--- config.mk ---
export PLATFORM = sky130hd
export DESIGN_NAME = demux_1_8_seq_flat
export DESIGN_NICKNAME = d
export VERILOG_FILES = /design/src/rtl/demux_1_8_seq_if.sv /design/src/rtl/demux_1_8_seq.sv /design/src/flat_wrapper.sv
export SDC_FILE = /design/constraint.sdc
export NUM_CORES = 1
export LEC_CHECK = 0
export CAP_MARGIN = 15
export CORE_ASPECT_RATIO = 0.75
export CORE_MARGIN = 1
export CORE_UTILIZATION = 46
export DETAILED_ROUTE_END_ITERATION = 12
export PLACE_DENSITY = 0.84
export SETUP_SLACK_MARGIN = 0.05
export SYNTH_ARGS = -nofsm -noshare
export SYNTH_HDL_FRONTEND = slang
export SYNTH_SLANG_ARGS = --single-unit
--- constraint.sdc ---
create_clock -name clk -period 1.52 [get_ports clk]
set_input_delay 0.304 -clock clk [delete_from_list [all_inputs] [get_ports clk]]
set_output_delay 0.304 -clock clk [all_outputs]
set_load 0.1 [all_outputs]
--- src/rtl/demux_1_8_seq_if.sv ---
// demux_1_8_seq_if: groups the control, data and status signals of demux_1_8_seq.
//   master modport : drives en/mode/load/din/sel/sync and observes the status outputs
//   slave modport  : the demux itself; it receives the controls and drives
//                    dout/idx/valid/wr_ack/busy
interface demux_1_8_seq_if;
    logic       en;      // block enable
    logic       mode;    // 0 = addressed demux, 1 = auto-scan deserializer
    logic       load;    // data strobe
    logic       din;     // data bit
    logic [2:0] sel;     // target bit index (addressed mode)
    logic       sync;    // restart scan word (scan mode)
    logic [7:0] dout;    // registered demultiplexed word
    logic [2:0] idx;     // next scan bit position
    logic       valid;   // one-cycle pulse: complete scan word on dout
    logic       wr_ack;  // one-cycle pulse: addressed write done
    logic       busy;    // scan word partially collected

    modport master (
        output en, mode, load, din, sel, sync,
        input  dout, idx, valid, wr_ack, busy
    );

    modport slave (
        input  en, mode, load, din, sel, sync,
        output dout, idx, valid, wr_ack, busy
    );
endinterface

--- src/rtl/demux_1_8_seq.sv ---
// demux_1_8_seq: sequential 1:8 demultiplexer / 8-bit serial deserializer.
//   mode=0: each enabled load writes din into dout[sel] and pulses wr_ack.
//   mode=1: enabled loads collect din into a shadow register, LSB first; the
//           eighth bit transfers the whole word to dout at once and pulses valid.
// Ports:
//   clk  - rising-edge clock
//   rst  - synchronous active-high reset
//   bus  - demux_1_8_seq_if.slave (controls in, dout/idx/valid/wr_ack/busy out)
// Parameters:
//   CLR_ON_SYNC - 1: sync also clears the shadow bits; 0: sync only rewinds idx
// All outputs are registered; nothing combinational runs from input to output.
module demux_1_8_seq #(
    parameter bit CLR_ON_SYNC = 1'b1
) (
    input logic            clk,
    input logic            rst,
    demux_1_8_seq_if.slave bus
);

    typedef enum logic {
        StIdle,
        StCollect
    } state_e;

    state_e     state;
    logic [2:0] idx;
    // Holds bits 0..6 of the word being collected; bit 7 comes straight from din
    // on the completing edge, so it never needs storage.
    logic [6:0] shadow;
    logic [7:0] dout;
    logic       valid;
    logic       wr_ack;
    logic       busy;

    always_ff @(posedge clk) begin
        if (rst) begin
            state  <= StIdle;
            idx    <= 3'd0;
            shadow <= 7'd0;
            dout   <= 8'h00;
            valid  <= 1'b0;
            wr_ack <= 1'b0;
            busy   <= 1'b0;
        end else begin
            // Pulses are one cycle wide unless re-asserted below.
            valid  <= 1'b0;
            wr_ack <= 1'b0;

            if (!bus.mode) begin
                // Addressed mode: any partial scan word is dropped, regardless of en.
                state <= StIdle;
                idx   <= 3'd0;
                busy  <= 1'b0;
                if (bus.en && bus.load) begin
                    dout[bus.sel] <= bus.din;
                    wr_ack        <= 1'b1;
                end
            end else if (bus.en) begin
                if (bus.sync) begin
                    // sync beats a coincident load: the bit is discarded.
                    state <= StIdle;
                    idx   <= 3'd0;
                    busy  <= 1'b0;
                    if (CLR_ON_SYNC) begin
                        shadow <= 7'd0;
                    end
                end else if (bus.load) begin
                    unique case (state)
                        StIdle: begin
                            shadow[0] <= bus.din;
                            idx       <= 3'd1;
                            busy      <= 1'b1;
                            state     <= StCollect;
                        end
                        StCollect: begin
                            if (idx == 3'd7) begin
                                dout  <= {bus.din, shadow};
                                idx   <= 3'd0;
                                busy  <= 1'b0;
                                valid <= 1'b1;
                                state <= StIdle;
                            end else begin
                                shadow[idx] <= bus.din;
                                idx         <= idx + 3'd1;
                                busy        <= 1'b1;
                            end
                        end
                        default: begin
                            state <= StIdle;
                            idx   <= 3'd0;
                            busy  <= 1'b0;
                        end
                    endcase
                end
            end
            // en=0 in scan mode: everything holds, so collection resumes where it paused.
        end
    end

    assign bus.dout   = dout;
    assign bus.idx    = idx;
    assign bus.valid  = valid;
    assign bus.wr_ack = wr_ack;
    assign bus.busy   = busy;

endmodule

--- src/flat_wrapper.sv ---
// flat-port wrapper written by rule: the top's interface ports become plain ports
module demux_1_8_seq_flat 
#(
    parameter bit CLR_ON_SYNC = 1'b1
)
  (clk, rst, bus_en, bus_mode, bus_load, bus_din, bus_sel, bus_sync, bus_dout, bus_idx, bus_valid, bus_wr_ack, bus_busy);
  demux_1_8_seq_if bus_i ();
  input logic clk;
  input logic rst;
  input wire logic [$bits(bus_i.en)-1:0] bus_en;
  input wire logic [$bits(bus_i.mode)-1:0] bus_mode;
  input wire logic [$bits(bus_i.load)-1:0] bus_load;
  input wire logic [$bits(bus_i.din)-1:0] bus_din;
  input wire logic [$bits(bus_i.sel)-1:0] bus_sel;
  input wire logic [$bits(bus_i.sync)-1:0] bus_sync;
  output wire logic [$bits(bus_i.dout)-1:0] bus_dout;
  output wire logic [$bits(bus_i.idx)-1:0] bus_idx;
  output wire logic [$bits(bus_i.valid)-1:0] bus_valid;
  output wire logic [$bits(bus_i.wr_ack)-1:0] bus_wr_ack;
  output wire logic [$bits(bus_i.busy)-1:0] bus_busy;
  assign bus_i.en = bus_en;
  assign bus_i.mode = bus_mode;
  assign bus_i.load = bus_load;
  assign bus_i.din = bus_din;
  assign bus_i.sel = bus_sel;
  assign bus_i.sync = bus_sync;
  assign bus_dout = bus_i.dout;
  assign bus_idx = bus_i.idx;
  assign bus_valid = bus_i.valid;
  assign bus_wr_ack = bus_i.wr_ack;
  assign bus_busy = bus_i.busy;
  demux_1_8_seq #(.CLR_ON_SYNC(CLR_ON_SYNC)) u_core (.clk(clk), .rst(rst), .bus(bus_i));
endmodule
==> results of run 1 <==
-- cells by family after synthesis --
kind of cell	Yosys count	synth area share
buffers and inverters	23	0.111
multiplexers	9	0.0702
AO/OA/AOI/OAI	40	0.253
adder cells (fa/ha/maj)	3	0.0292
AND/OR/NAND/NOR	42	0.209
flip-flops	21	0.327
-- state kept, by name (all words and copies together), names as in the netlist --
signal / cells
u_core.bus.dout: 8
u_core.shadow: 7
u_core.bus.idx: 3
u_core.bus.valid: 1
u_core.bus.wr_ack: 1
u_core.state: 1
-- worst paths after layout --
kind	startpoint	endpoint	cells past startpoint
worst min-delay path	bus_mode	u_core.bus.wr_ack	2
worst max-delay path	u_core.bus.idx[0]	u_core.shadow[5]	5
worst max register to register	u_core.bus.idx[0]	u_core.shadow[5]	5
worst min register to register	u_core.shadow[6]	u_core.shadow[6]	2
-- timing repair --
action / in CTS / in global routing
setup buffers: 1 / 0
resized for setup: 6 / 20
pin swaps: 1 / 2
endpoints found under the hold margin: 0 / 0
setup endpoints to repair: 14 / 16
-- report_power, final --
part	switching, mW	internal [mW]	total, mW
clock	0.192	0.183	0.375
sequential	0.00738	0.551	0.558
combinational	0.131	0.0934	0.224
total	0.330	0.827	1.16
-- layer usage --
metal	wire length (µm)	GRT usage
met3	187	0.0524
met1	1550	0.269
met2	1880	0.422
met4	83	0.0465
met5	0	0
-- layout by cell type, fill, tap and decap left out, drive strengths merged, types with 2 or more instances in the layout --
master,instances
nand3,7
a21oi,3
nor2,2
and3,2
nand2,5
nor2b,2
a22o,7
or3b,2
inv,7
ha,3
clkdlybuf4s50,7
mux2i,9
dfxtp,21
buf,29
nand2b,4
and3b,2
o21ai,2
a221oi,8
nor3,3
clkbuf,3
nand3b,4
dlymetal6s2s,2
a211oi,8
a31o,2
nor3b,2
o221ai,5
-- worst max-delay path, cell delays in order, from the launching register on --
cell and delay [ns]:
dfxtp_4 0.36, ha_4 0.17, ha_4 0.15, and3b_2 0.25, a311o_1 0.32, o221ai_1 0.16
-- stage by stage --
stage	setup slack, ns	instance area, µm²	utilization	cells
after global routing	-0.0919	1910	0.729	200
after floorplan	-0.143	1330	-	138
after CTS	-0.0107	1810	0.690	200
after detailed placement	-0.283	1730	0.660	195
after global placement	-0.234	1730	0.660	195
final	-0.0266	1910	0.729	200
-- cell type report --
class	instances	share of cell area
flip-flops and latches	21	0.227
well taps	36	0.0236
clock inverters	1	0.00262
multi-input cells	94	0.454
clock buffers	3	0.0216
inverters	7	0.0138
repair buffers	38	0.257
-- synthesized netlist by cell type, drive strengths merged, types with 2 or more instances --
| library cell | instances | area share |
|---|---|---|
| dfxtp | 21 | 0.33 |
| buf | 12 | 0.079 |
| mux2i | 9 | 0.070 |
| a211oi | 8 | 0.047 |
| a221oi | 8 | 0.055 |
| a22o | 7 | 0.053 |
| inv | 7 | 0.020 |
| nand3 | 7 | 0.027 |
| nand2 | 5 | 0.015 |
| o221ai | 5 | 0.034 |
| clkbuf | 4 | 0.012 |
| nand2b | 4 | 0.019 |
| nand3b | 4 | 0.023 |
| a21oi | 3 | 0.012 |
| ha | 3 | 0.029 |
| nor3 | 3 | 0.012 |
| a31o | 2 | 0.014 |
| and3 | 2 | 0.014 |
| and3b | 2 | 0.014 |
| nor2 | 2 | 0.0059 |
| nor2b | 2 | 0.0097 |
| nor3b | 2 | 0.012 |
| o21ai | 2 | 0.0078 |
| or3b | 2 | 0.014 |
==> results.md, run 1 <==
* Yosys reg bits at 21
* Max Slew Vio Count at 0
* Post-Syn Area at 1280 µm²
* Clk root buf: clkbuf_8
* Remaining DRCs at 0
* Relative slew slack at 0.678
* Min setup slack post-route at -0.0266 ns
* CTS tree: yes
* Drt initial violations at 121
* Multi-input gate area at 868 µm²
* Antenna Violating Nets Remaining at 0
* GRT Total Usage at 0.223
* Slew at the pin with the worst max-slew slack at 0.483 ns
* Status: finished, violations left
* CTS Hold Buffers Added at 0
* FP Rows at 16
* Final Net Count at 178
* VDD IR max at 0.654 mV
* Vias in the first global route at 1120
* Post-Syn Area per Cell at 9.30 µm²
* R2R setup slack at -0.03 ns
* Final setup vio count at 5
* CP max FO at 6
* Area grow syn2layout at 48.8%
* Failing checks: setup timing
* Hold crit path type: input port to flop
* Critical Path RT at 1.66 ns
* Worst Setup Path Type: flop to flop
* Post-Syn Nets at 151
* Synth unique cells at 40
* Die Ht at 47.8 µm
* Die X at 63 µm
* RSZ-0062 raised after global routing: yes
* Port Buf Inserts at 23
* Vias at 1233
* Peak Freq at 647 MHz
* Full die area at 3010 µm²
* Hold slack at 0.498 ns
* Power Total at 1.16 mW
* GRT Residual Overflow at 0
* FILL cells at 171
* Clock Pin Slew Worst Setup and Hold Paths at 0.08 ns
* Detailed Routing Iterations Pass 1 at 4
* Num CTS Buffers at 3
* Starting Density at 0.490
* Post-DP HPWL at 2380 µm
* Initial antenna violation count at 0
* Dominant synthesized flop cell: dfxtp_1
* Number of synthesized flops with an enable pin at 0
* WP data arrival at 1.68 ns
* Total negative slack at -0.0626 ns
* Synthesized instance count at 138
* Routability cong. at 0.871
* P_leak at 0.701 nW
* Storage element area at 433 µm²
* Share of layout cells above drive strength 1 at 0.433
* DR WL/cell at 18.5 µm
* Pin count of the biggest net entering global routing at 16
* First-pass GRT wire length at 5030 µm
* CP Launch Type: flop
* Vias per cell at 6.17
* Core area at 2620 µm²
* CP endpoint kind: flop
* Clk sinks at 21
* Final wirelength at 3700 µm
* N_diodes at 0
* PwrDens at 606 nW/µm²
* Largest buffer count on any clock path at 2
* Skew final at 0.00420 ns
* Max-cap violations at 0
* H-tree depth at 1
* I/O pin count at 24
* Clock latency on the worst-skew pair at 0.27 ns
* Fin. Hold Viols at 0
* Seq/Total Area, Yosys at 0.327
* Yosys warnings at 0
* Synth async-reset ratio at 0
* Period utilization at 1.02
* Clock period minus worst slack at 1.55 ns
Power figures use the tool's default switching activity.
==> run 2, diff against run 1 <==
- CAP_MARGIN: 15 -> unset
==> results of run 2 <==
No change in the layout: final DEF, timing and power equal those of run 1.
